==> src/rtl/fm0_pkg.sv <==
// fm0_pkg: decoder state encoding and CRC-16/CCITT constants shared by the FM0 decoder files.
package fm0_pkg;

    typedef enum logic [2:0] {
        IDLE,
        CAL,
        MID,
        DATA,
        HALF0,
        DONE,
        ERR
    } fm0_state_e;

    localparam logic [15:0] CRC_POLY    = 16'h1021;
    localparam logic [15:0] CRC_PRESET  = 16'hFFFF;
    localparam logic [15:0] CRC_RESIDUE = 16'h1D0F;

    // One MSB-first CRC-16/CCITT shift for a single decoded bit.
    function automatic logic [15:0] crc16_step(input logic [15:0] crc, input logic din);
        logic [15:0] shifted;
        shifted = {crc[14:0], 1'b0};
        return (crc[15] ^ din) ? (shifted ^ CRC_POLY) : shifted;
    endfunction

endpackage

==> src/rtl/fm0_edge_sync.sv <==
// fm0_edge_sync: tag_data synchroniser, transition detector and saturating
// interval counter (cycles since the previous transition).
module fm0_edge_sync
#(
    parameter int CNT_W       = 8,
    parameter int SYNC_STAGES = 2
) (
    input  logic             clk_i,
    input  logic             rst_ni,
    input  logic             tag_i,
    output logic             edge_o,
    output logic [CNT_W-1:0] ivl_o
);

    logic [SYNC_STAGES-1:0] sync_q;
    logic                   prev_q;
    logic [CNT_W-1:0]       ivl_q;
    logic [CNT_W-1:0]       ivl_d;

    assign edge_o = sync_q[SYNC_STAGES-1] ^ prev_q;
    assign ivl_o  = ivl_q;

    // On an edge ivl_o holds the full length of the interval that just ended.
    always_comb begin
        ivl_d = ivl_q;
        if (edge_o) begin
            ivl_d = CNT_W'(1);
        end else if (~&ivl_q) begin
            ivl_d = ivl_q + CNT_W'(1);
        end
    end

    always_ff @(posedge clk_i or negedge rst_ni) begin
        if (!rst_ni) begin
            sync_q <= '0;
            prev_q <= 1'b0;
            ivl_q  <= '0;
        end else begin
            sync_q <= {sync_q[SYNC_STAGES-2:0], tag_i};
            prev_q <= sync_q[SYNC_STAGES-1];
            ivl_q  <= ivl_d;
        end
    end

endmodule

==> src/rtl/fm0_sync_decoder.sv <==
// fm0_sync_decoder: self-calibrating FM0 decoder on base_clk with per-bit strobe.
// Define FM0_CRC16_EN to add the crc_ok output and the CRC-16 residue check.
module fm0_sync_decoder
    import fm0_pkg::*;
#(
    parameter int CNT_W       = 8,
    parameter int BITCNT_W    = 7,
    parameter int MIN_HALF    = 4,
    parameter int SYNC_STAGES = 2
) (
    input  logic                base_clk,
    input  logic                rst_n,
    input  logic                dec_en,
    input  logic                tag_data,
    input  logic [BITCNT_W-1:0] frame_len,
    output logic                fm0_start,
    output logic                fm0_data,
    output logic                fm0_valid,
    output logic [CNT_W-1:0]    fm0_bltc,
    output logic                fm0_done,
    output logic                fm0_err,
    output logic [BITCNT_W-1:0] bit_cnt
`ifdef FM0_CRC16_EN
    ,
    output logic                crc_ok
`endif
);

    localparam logic [CNT_W-1:0] MIN_HALF_C = CNT_W'(MIN_HALF);

    logic                edge_w;
    logic [CNT_W-1:0]    ivl_w;
    logic [CNT_W:0]      ivl_x;
    logic [CNT_W+1:0]    half_x;
    logic [CNT_W:0]      pivot_w;
    logic [CNT_W:0]      limit_w;
    logic                is_short;
    logic                is_over;
    logic                bit_full;

    fm0_state_e          state_q;
    logic                armed_q;
    logic                start_q;
    logic                valid_q;
    logic                data_q;
    logic                done_q;
    logic                err_q;
    logic [CNT_W-1:0]    half_q;
    logic [BITCNT_W-1:0] flen_q;
    logic [BITCNT_W-1:0] bit_cnt_q;
`ifdef FM0_CRC16_EN
    logic [15:0]         crc_q;
    logic                crc_ok_q;
`endif

    fm0_edge_sync #(
        .CNT_W       (CNT_W),
        .SYNC_STAGES (SYNC_STAGES)
    ) u_edge_sync (
        .clk_i  (base_clk),
        .rst_ni (rst_n),
        .tag_i  (tag_data),
        .edge_o (edge_w),
        .ivl_o  (ivl_w)
    );

    // Thresholds beyond the CNT_W+1 range clamp to all-ones instead of wrapping.
    function automatic logic [CNT_W:0] sat_thr(input logic [CNT_W+1:0] v);
        return v[CNT_W+1] ? {(CNT_W+1){1'b1}} : v[CNT_W:0];
    endfunction

    assign half_x   = {2'b00, half_q};
    assign pivot_w  = sat_thr(half_x + (half_x >> 1));
    assign limit_w  = sat_thr((half_x << 1) + (half_x >> 1));
    assign ivl_x    = {1'b0, ivl_w};
    assign is_short = ivl_x < pivot_w;
    assign is_over  = ivl_x > limit_w;
    assign bit_full = bit_cnt_q == flen_q;

    always_ff @(posedge base_clk or negedge rst_n) begin
        if (!rst_n) begin
            state_q   <= IDLE;
            armed_q   <= 1'b1;
            start_q   <= 1'b0;
            valid_q   <= 1'b0;
            data_q    <= 1'b0;
            done_q    <= 1'b0;
            err_q     <= 1'b0;
            half_q    <= '0;
            flen_q    <= '0;
            bit_cnt_q <= '0;
`ifdef FM0_CRC16_EN
            crc_q     <= CRC_PRESET;
            crc_ok_q  <= 1'b0;
`endif
        end else begin
            start_q <= 1'b0;
            valid_q <= 1'b0;
            done_q  <= 1'b0;
            if (!dec_en) begin
                state_q   <= IDLE;
                armed_q   <= 1'b1;
                bit_cnt_q <= '0;
                err_q     <= 1'b0;
`ifdef FM0_CRC16_EN
                crc_ok_q  <= 1'b0;
`endif
            end else begin
                case (state_q)
                    IDLE: begin
                        if (armed_q && edge_w) begin
                            start_q   <= 1'b1;
                            flen_q    <= frame_len;
                            bit_cnt_q <= '0;
                            state_q   <= CAL;
`ifdef FM0_CRC16_EN
                            crc_q     <= CRC_PRESET;
                            crc_ok_q  <= 1'b0;
`endif
                        end
                    end
                    CAL: begin
                        if (edge_w) begin
                            half_q <= ivl_w;
                            if (ivl_w < MIN_HALF_C) begin
                                state_q <= ERR;
                                err_q   <= 1'b1;
                            end else begin
                                state_q <= MID;
                            end
                        end
                    end
                    MID: begin
                        if (edge_w) begin
                            if (is_short) begin
                                state_q <= DATA;
                            end else begin
                                state_q <= ERR;
                                err_q   <= 1'b1;
                            end
                        end else if (is_over) begin
                            state_q <= ERR;
                            err_q   <= 1'b1;
                        end
                    end
                    // A full-length interval is a 1; a short one is the first half of a 0.
                    DATA: begin
                        if (edge_w) begin
                            if (is_short) begin
                                state_q <= HALF0;
                            end else if (is_over || bit_full) begin
                                state_q <= ERR;
                                err_q   <= 1'b1;
                            end else begin
                                valid_q   <= 1'b1;
                                data_q    <= 1'b1;
                                bit_cnt_q <= bit_cnt_q + BITCNT_W'(1);
`ifdef FM0_CRC16_EN
                                crc_q     <= crc16_step(crc_q, 1'b1);
`endif
                            end
                        end else if (is_over) begin
                            if (bit_full) begin
                                state_q  <= DONE;
                                done_q   <= 1'b1;
`ifdef FM0_CRC16_EN
                                crc_ok_q <= crc_q == CRC_RESIDUE;
`endif
                            end else begin
                                state_q <= ERR;
                                err_q   <= 1'b1;
                            end
                        end
                    end
                    HALF0: begin
                        if (edge_w) begin
                            if (!is_short || bit_full) begin
                                state_q <= ERR;
                                err_q   <= 1'b1;
                            end else begin
                                state_q   <= DATA;
                                valid_q   <= 1'b1;
                                data_q    <= 1'b0;
                                bit_cnt_q <= bit_cnt_q + BITCNT_W'(1);
`ifdef FM0_CRC16_EN
                                crc_q     <= crc16_step(crc_q, 1'b0);
`endif
                            end
                        end else if (is_over) begin
                            state_q <= ERR;
                            err_q   <= 1'b1;
                        end
                    end
                    // Completed frames must see dec_en drop before the next start.
                    DONE: begin
                        state_q <= IDLE;
                        armed_q <= 1'b0;
                    end
                    ERR: begin
                        state_q <= ERR;
                    end
                    default: begin
                        state_q <= IDLE;
                    end
                endcase
            end
        end
    end

    assign fm0_start = start_q;
    assign fm0_data  = data_q;
    assign fm0_valid = valid_q;
    assign fm0_bltc  = half_q;
    assign fm0_done  = done_q;
    assign fm0_err   = err_q;
    assign bit_cnt   = bit_cnt_q;
`ifdef FM0_CRC16_EN
    assign crc_ok    = crc_ok_q;
`endif

endmodule

==> config.mk <==
export PLATFORM = sky130hd
export DESIGN_NAME = fm0_sync_decoder
export DESIGN_NICKNAME = d
export VERILOG_FILES = /design/src/rtl/fm0_pkg.sv /design/src/rtl/fm0_edge_sync.sv /design/src/rtl/fm0_sync_decoder.sv
export SDC_FILE = /design/constraint.sdc
export NUM_CORES = 1
export LEC_CHECK = 0
export ABC_AREA = 1
export CELL_PAD_IN_SITES_DETAIL_PLACEMENT = 1
export CELL_PAD_IN_SITES_GLOBAL_PLACEMENT = 1
export CORE_ASPECT_RATIO = 0.7
export CORE_UTILIZATION = 40
export DETAILED_ROUTE_END_ITERATION = 8
export PLACE_DENSITY = 0.78
export REMOVE_ABC_BUFFERS = 1
export SYNTH_ARGS = -nofsm -noshare
export SYNTH_HDL_FRONTEND = slang
export SYNTH_SLANG_ARGS = --single-unit
export TNS_END_PERCENT = 20
==> constraint.sdc <==
create_clock -name base_clk -period 7.3 [get_ports base_clk]
set_clock_uncertainty 0.1 [all_clocks]
set_input_delay 0.73 -clock base_clk [delete_from_list [all_inputs] [get_ports base_clk]]
set_output_delay 0.73 -clock base_clk [all_outputs]
set_load 0.02 [all_outputs]
After elaboration in Yosys (flattened, before gate mapping)
Index checks and enable logic that the tools add are counted.

Bits in registers: 42. Bits of input ports: 11. Output and inout bits: 20. Logic and storage cells: 129.

Add/sub/neg operators: 4. Order comparisons: 3. Equal/unequal tests: 31. Multiplexer cells: 64. Bitwise logic cells: 1. Reduce and logical (&&, ||, !) cells: 13.

Operators with widths (count): $mux W7 (7); $mux W3 (13); $mux W1 (34); $ne A3 B3 Y1 const B (8); $ne A4 B4 Y1 const B (6); $pmux W7 S3 (1); $mux W9 (2); $pmux W3 S6 (1); $mux W8 (2); $reduce_and A7 Y1 (2); $ne A2 B2 Y1 const B (6); $add A9 B7 Y10 (1); $add A8 B7 Y9 (1); $eq A3 B3 Y1 const B (3); $gt A8 B9 Y1 (1); $lt A8 B9 Y1 (1); $reduce_and A9 Y1 (1); $add A8 B1 Y8 const B (1); $lt A8 B3 Y1 const B (1); $reduce_and A8 Y1 (1); $add A7 B1 Y7 const B (1); $eq A7 B7 Y1 (1); $eq A3 B2 Y1 const B (2); $reduce_and A3 Y1 (2); 15 further kinds (17).

Longest topological paths before layout
Gate-level depths: netlist of the first run.

Depth after elaboration: 9. Depth in mapped cells: 24. Depth with buffers taken out: 24.

Cells and area by module
Synthesis of the first run repeated with hierarchy kept, for this count alone.

Cells, all modules: 441. Area total of the unflattened synthesis: 3365.7 um^2.

Modules (own cells, without submodules): fm0_sync_decoder (times used 1, cells an instance 372, area each 2782.7 um^2, sequential area each 777.0 um^2); fm0_edge_sync (times used 1, cells an instance 69, area each 583.1 um^2, sequential area each 275.3 um^2).

Worst setup path after synthesis of the first run
OpenSTA, ideal clock, no wires.

Path type: flip-flop to flip-flop. Start point: register half_q[1], in the netlist fm0_bltc[1]. End point: register bit_cnt_q[2], in the netlist bit_cnt[2]. Library setup time: 0.116 ns. Arrival: 3.041 ns. Data required time: 7.084 ns. Slack: 4.043 ns. Stages on the path, launching flop included: 23. Path buffers: 0. Period minus slack after synthesis: 3.257 ns. Cell sequence: dfrtp_1 > ha_1 > inv_1 > fa_1 > o21ai_2 > a21oi_1 > o21ai_0 > xor2_1 > ha_1 > nand2_1 > inv_1 > nand2_1 > nand2_1 > nand2_1 > nand2_1 > nand2_1 > nand2_1 > nand2_2 > nand3_4 > nand2_8 > nand2_8 > nand2_2 > nand2_2.

Word-level cells in the longest chain between the ends: 7. Elaborated cells on any way between the ends: 13. Classes of those cells: add/sub: 2; order compare: 2; eq/ne: 3; mux: 2; reduce/logical: 4.

RTL lines: start: declaration (RTL line fm0_sync_decoder.sv:48) `logic [CNT_W-1:0] half_q;`; start signal: assignment (RTL line fm0_sync_decoder.sv:124) `half_q <= ivl_w;`; $add A8 B7 Y9 (RTL line fm0_sync_decoder.sv:73) `assign pivot_w = sat_thr(half_x + (half_x >> 1));`; $mux W9 (RTL line fm0_sync_decoder.sv:69) `return v[CNT_W+1] ? {(CNT_W+1){1'b1}} : v[CNT_W:0];`; $lt A8 B9 Y1 (RTL line fm0_sync_decoder.sv:76) `assign is_short = ivl_x < pivot_w;`; $logic_not A1 Y1 (RTL line fm0_sync_decoder.sv:177) `if (!is_short || bit_full) begin`; $logic_or A1 B1 Y1 (RTL line fm0_sync_decoder.sv:177); $ne A3 B3 Y1 (no line); $reduce_and A7 Y1 (no line) *; end signal: assignment (RTL line fm0_sync_decoder.sv:157) `bit_cnt_q <= bit_cnt_q + BITCNT_W'(1);`; end signal: assignment (RTL line fm0_sync_decoder.sv:184) `bit_cnt_q <= bit_cnt_q + BITCNT_W'(1);`; end: declaration (RTL line fm0_sync_decoder.sv:50) `logic [BITCNT_W-1:0] bit_cnt_q;`.

Mark *: on every way between the ends. The rest lies on a longest branch, timed or not. A chain may end at the register's enable or synchronous reset.

Worst setup path after layout of the first run
Start point: register half_q[1], in the netlist fm0_bltc[1]. End point: register bit_cnt_q[0], in the netlist bit_cnt[0].

Same word-level chain as after synthesis.

==> results of run 1 <==
[metal layers]
metal / part of all wire / global-route usage / vias up
met4: 0.0071 / 0.0405 / 0
met5: 0 / 0 / -
met2: 0.40 / 0.337 / 53
met1: 0.54 / 0.350 / 1386
met3: 0.056 / 0.0409 / 7
li1: - / - / 1457
[worst max path at each step]
stage	endpoint	start	depth (start not counted)	slack [ps]
2_1_floorplan	bit_cnt[2]$_DFFE_PN0P_	fm0_bltc[1]$_DFFE_PN0P_	22	4040
3_3_place_gp	bit_cnt[5]$_DFFE_PN0P_	fm0_bltc[1]$_DFFE_PN0P_	22	3550
3_5_place_dp	bit_cnt[0]$_DFFE_PN0P_	fm0_bltc[1]$_DFFE_PN0P_	22	3450
4_1_cts	bit_cnt[0]$_DFFE_PN0P_	fm0_bltc[1]$_DFFE_PN0P_	22	3420
5_1_grt	bit_cnt[0]$_DFFE_PN0P_	fm0_bltc[1]$_DFFE_PN0P_	22	3140
6_report	bit_cnt[0]$_DFFE_PN0P_	fm0_bltc[1]$_DFFE_PN0P_	22	3420
[cells in the mapped netlist, drive strengths merged (6+ instances only)]
cell type / n / area (sq um)
a21oi: 25 / 159
mux2: 7 / 78.8
inv: 55 / 206
ha: 32 / 400
xnor2: 10 / 87.6
dfrtp: 41 / 1030
xor2: 9 / 78.8
nor2: 40 / 194
nand3: 27 / 158
o21ai: 20 / 104
nor3: 7 / 40.0
nand4: 6 / 37.5
nand2: 119 / 529
[critical path: stages (launching register included)]
cell     delay [ps]
dfrtp_1         550
ha_1            260
inv_1            60
fa_1            410
o21ai_2         280
xor2_1          290
ha_1            300
nand2_1         110
inv_1            40
a21oi_1         130
nand2_1         110
nand2_1          70
nand2_1          50
nand2_1          60
nand2_1          60
nand2_1         170
nand2_1         160
nand2_2         120
nand3_4         100
nand2_8         110
nand2_8         100
nand2_2          70
nand2_1          60
[through the flow]
| stage | area [sq um] | setup WS, ps |
|---|---|---|
| floorplan | 3320 | 4040 |
| global placement | 3750 | 3550 |
| detailed placement | 3750 | 3450 |
| CTS | 3910 | 3420 |
| global route | 3910 | 3140 |
| finish | 3910 | 3420 |
[sequential cells by signal (all words and copies together), names as in the netlist]
| signal | flops |
|---|---|
| armed_q | 1 |
| bit_cnt | 7 |
| flen_q | 7 |
| fm0_bltc | 8 |
| fm0_data | 1 |
| fm0_done | 1 |
| fm0_err | 1 |
| fm0_start | 1 |
| fm0_valid | 1 |
| state_q | 3 |
| u_edge_sync.ivl_o | 8 |
| u_edge_sync.prev_q | 1 |
| u_edge_sync.sync_q | 2 |
[placed cells by master, fill, tap and decap left out, types with 2 or more instances in the layout]
cell             count
a211oi_1             2
a21oi_1             20
a21oi_2              3
a21oi_4              2
clkbuf_16            5
clkdlybuf4s50_1     29
clkinv_2             3
dfrtp_1             41
fa_1                 2
ha_1                32
inv_1               47
inv_2                8
mux2_2               7
nand2_1            103
nand2_2             11
nand2_4              3
nand2_8              2
nand3_1             24
nand3_2              2
nand3b_1             3
nand4_1              6
nor2_1              32
nor2_2               5
nor2_4               2
nor3_1               6
nor3b_1              2
nor4_1               2
o211ai_1             2
o21ai_0             19
o22ai_1              2
xnor2_1             10
xor2_1               9
[layout make-up]
cell class	instances	area [sq um]	share of cell area
clock buffer	5	125	0.0320
clock inverter	3	40.0	0.0102
inverter	56	211	0.0541
multi-input combinational	325	2060	0.527
sequential	42	1050	0.269
tap	101	126	0.0323
timing repair buffer	30	295	0.0755
[report_power, final]
part / switching, mW / internal, mW
combinational: 0.382 / 0.232
clock: 0.0947 / 0.160
sequential: 0.0575 / 0.281
total: 0.534 / 0.673
[kinds of logic (layout without fill, tap and decap cells)]
kind of cell | Yosys count | count (layout) | share of synthesized area
and+or+nand+nor | 208 | 208 | 0.305
adders and majority gates | 34 | 34 | 0.132
xor gates and xnor gates | 19 | 19 | 0.0498
buffers and inverters | 60 | 94 | 0.0692
AOI/OAI and AO/OA | 57 | 57 | 0.106
muxes | 7 | 7 | 0.0236
DFF | 42 | 42 | 0.315
==> impl_metrics.csv, run 1 <==
group,metric,value,unit
synth,synth_area,0.00334,sq mm
synth,synth_edf_count,0,
timing,drv_slew,0,
synth,synthFlopType,"dfrtp_1",
pwr,p_leak,1.88,nW
timing,slew_headroom,0.353,
synth,syn_inst,427,
timing,final.setup.tns,0,ps
place,placedCellCount,554,
cts,cts.repair.resized,0,
global_route,grt_pass1_vias,3026,
drt,wire_per_inst,16.3,um
finish,nets,505,
drt,ant_nets,0,
global_route,grt_use_total,0.230,
pwr,finalPower,1.21,mW
synth,synth_warnings,0,
finish,num_antenna_cells,0,
drt,drc_errors,0,
place,hpwl,7350,um
worst_hold_path,hold_start,"u_edge_sync.sync_q[0]$_DFF_PN0_",
finish,fill_cells,981,
floorplan,ioPinCount,31,
timing,fin_crit,3880,ps
setup_path,cp.required,7370,ps
setup_path,r2r_slack,3420,ps
pwr,power_density,309,mW/mm^2
setup_path,crit_path_end_kind,"flop",
synth,yosys.cell_types.count,47,
global_route,antenna_found_initial,0,
finish,fin_cells,562,
cts,clk_pin_slew,70,ps
worst_hold_path,hold_depth,0,
setup_path,rr_worst_depth,22,
cts,ctsLongestPathBuffers,2,
drt,vias,2903,
cts,cts-root-buf,"clkbuf_16",
finish,fin_util,0.491,
setup_path,r2r-end,"bit_cnt[0]$_DFFE_PN0P_",
setup_path,r2r_start,"fm0_bltc[1]$_DFFE_PN0P_",
synth,ys_seq_elements,42,
timing,whs,249,ps
worst_hold_path,holdCritPathClass,"flop to flop",
synth,ys_seq_area_frac,0.315,
cts,cts_buffers,5,
setup_path,worstPathMaxFanout,8,
drt,dr.pass1.iters,4,
timing,max_freq,258,MHz
drt,drt_iter0_markers,108,
place,place.gp.congestion,0.861,
worst_hold_path,holdPathEnd,"u_edge_sync.sync_q[1]$_DFF_PN0_",
floorplan,die_h,78.5,um
finish,area_delta_synth_final,16.9,%
outcome,status,"complete, no violations",
global_route,grt_pass1_wl,15600,um
timing,min_period_over_period,0.531,
pwr,vdd_drop_max,0.160,mV
cts,cts_num_sinks,42,
cts,cts_setup_buffers,0,
synth,syn_area_per_cell,7.83,sq um
cts,cts_max_level,2,
global_route,grt_max_degree,43,
floorplan,core_area,0.00797,sq mm
timing,worst_pin_slew,970,ps
timing,finalHoldViolCount,0,
setup_path,cp-start-kind,"flop",
timing,rsz0062_at_grt,"no",
setup_path,critPathKind,"flop to flop",
setup_path,critical_path_arrival,3950,ps
synth,synthArstFlopShare,1.00,
cts,cts_tree,"done",
cts,hold_buffers,0,
floorplan,chipWidth,111,um
cts,insertion_delay,290,ps
drt,wirelength,9150,um
floorplan,rows,27,
floorplan,die_area,0.00874,sq mm
global_route,grt.overflow.total,0,
run,drv_cap,0,
floorplan,initial_core_util,0.419,
finish,drive_above_1_share,0.134,
drt,viasPerCell,5.17,
place,port_buffers,30,
timing,setup_viol,0,
(Power assumes the default switching activity.)
==> run 2: changes to the inputs <==
CORE_UTILIZATION = 39   (was 40)
PLACE_DENSITY = 0.8   (was 0.78)
clock period = 3.45 ns   (was 7.3 ns; I/O delays follow)
==> impl_metrics.csv, run 2 (synthesis results as in run 1) <==
group,metric,value,unit
setup_path,worstPathMaxFanout,8,
setup_path,critPathKind,"flop to flop",
finish,nets,516,
floorplan,die_area,0.00896,sq mm
place,hpwl,7470,um
cts,cts_num_sinks,42,
floorplan,core_area,0.00807,sq mm
floorplan,rows,27,
timing,slew_headroom,0.348,
cts,cts-root-buf,"clkbuf_16",
finish,layout_commonest_cell,"nand2_1",
global_route,grt_max_degree,43,
floorplan,die_h,79.5,um
cts,clk_pin_slew,60,ps
cts,cts_max_level,2,
setup_path,crit_path_end_kind,"flop",
drt,drc_errors,0,
timing,worst_pin_slew,978,ps
drt,wirelength,9560,um
global_route,antenna_found_initial,0,
floorplan,chipWidth,113,um
floorplan,ioPinCount,31,
drt,ant_nets,0,
outcome,status,"complete, no violations",
cts,cts_tree,"done",
timing,setup_viol,0,
cts,hold_buffers,0,
global_route,grt_pass1_wl,16000,um
drt,wire_per_inst,16.7,um
drt,drt_iter0_markers,129,
timing,rsz0062_at_grt,"yes",
cts,insertion_delay,290,ps
place,port_buffers,30,
drt,dr.pass1.iters,4,
setup_path,r2r_slack,150,ps
timing,finalHoldViolCount,0,
drt,viasPerCell,5.33,
place,place.gp.congestion,0.923,
pwr,power_density,665,mW/mm^2
pwr,vdd_drop_max,0.349,mV
pwr,finalPower,2.71,mW
finish,num_antenna_cells,0,
timing,final.setup.tns,0,ps
setup_path,cp-start-kind,"flop",
run,drv_cap,0,
global_route,grt.overflow.total,0,
setup_path,critical_path_arrival,3380,ps
timing,drv_slew,0,
finish,most-common-layout-cells,"nand2_1 (98), inv_1 (47), dfrtp_1 (37)",
finish,fill_cells,973,
pwr,p_leak,1.93,nW
floorplan,initial_core_util,0.414,
timing,fin_crit,3300,ps
global_route,grt_use_total,0.233,
drt,vias,3049,
setup_path,cp.required,3530,ps
global_route,grt_pass1_vias,3167,
finish,drive_above_1_share,0.204,
finish,area_delta_synth_final,21.6,%
cts,ctsLongestPathBuffers,2,
cts,cts_buffers,5,
worst_hold_path,holdCritPathClass,"input pin to async pin",
timing,max_freq,303,MHz
timing,min_period_over_period,0.958,
==> run 2: final timing paths <==
path                                                  from  depth (start not counted)                          endpoint
max in group asynchronous                            rst_n                          1           fm0_bltc[3]$_DFFE_PN0P_
max                                fm0_bltc[2]$_DFFE_PN0P_                         20            bit_cnt[3]$_DFFE_PN0P_
min reg2reg                u_edge_sync.sync_q[0]$_DFF_PN0_                          0   u_edge_sync.sync_q[1]$_DFF_PN0_
max reg2reg                        fm0_bltc[2]$_DFFE_PN0P_                         20            bit_cnt[3]$_DFFE_PN0P_
min in group base_clk      u_edge_sync.sync_q[0]$_DFF_PN0_                          0   u_edge_sync.sync_q[1]$_DFF_PN0_
min                                                  rst_n                          1  u_edge_sync.ivl_o[1]$_DFFE_PN0P_
==> run 2: timing repair <==
item | CTS | global route
resized for setup | 2 | 24
setup buffers | 1 | 3
pin swaps | 1 | 4
endpoints found under the setup margin | 7 | 12
gates cloned | 0 | 0
==> run 2: layout make-up <==
class / instances / area (sq um) / area share
tap: 101 / 126 / 0.0311
timing repair buffer: 41 / 378 / 0.0929
multi-input combinational: 325 / 2130 / 0.523
clock inverter: 1 / 30.0 / 0.00738
clock buffer: 6 / 139 / 0.0341
sequential: 42 / 1060 / 0.260
inverter: 56 / 211 / 0.0520
==> run 2: critical path: stages, from the launching register on <==
cell	delay (ps)
dfrtp_2	440
buf_4	160
ha_2	370
nand2_1	80
o21ai_2	200
a21oi_1	100
o21ai_0	210
xor2_1	180
ha_1	270
a21oi_1	140
nand2_1	70
nand2_1	50
nand2_1	70
nand2_2	120
nand2_2	100
nand2_2	100
nand3_4	100
nand2_8	110
nand2_8	90
nand2_2	80
nand2_1	50
==> run 2: routing by layer <==
| layer | routed length, um | share of wire | track usage | vias to the layer above |
|---|---|---|---|---|
| met4 | 75 | 0.0078 | 0.0533 | 0 |
| met1 | 4740 | 0.50 | 0.332 | 1494 |
| met2 | 4180 | 0.44 | 0.357 | 65 |
| met3 | 569 | 0.060 | 0.0524 | 6 |
| li1 | - | - | - | 1484 |
| met5 | 0 | 0 | 0 | - |
==> run 2: power breakdown <==
part	switching, mW	internal [mW]
sequential	0.115	0.599
combinational	0.891	0.551
clock	0.193	0.357
==> run 2: per-stage QoR <==
stage / cells / cell area, sq um / setup slack [ps] / util / hold WS (ps)
after global routing: 572 / 4070 / -85.4 / 0.504 / 199
after global placement: 561 / 3800 / 134 / 0.470 / 238
after floorplan: 423 / 3320 / 193 / - / -50.6
final: 572 / 4070 / 146 / 0.504 / 116
after detailed placement: 561 / 3800 / -57.7 / 0.470 / 236
after CTS: 569 / 3980 / 37.4 / 0.493 / 143
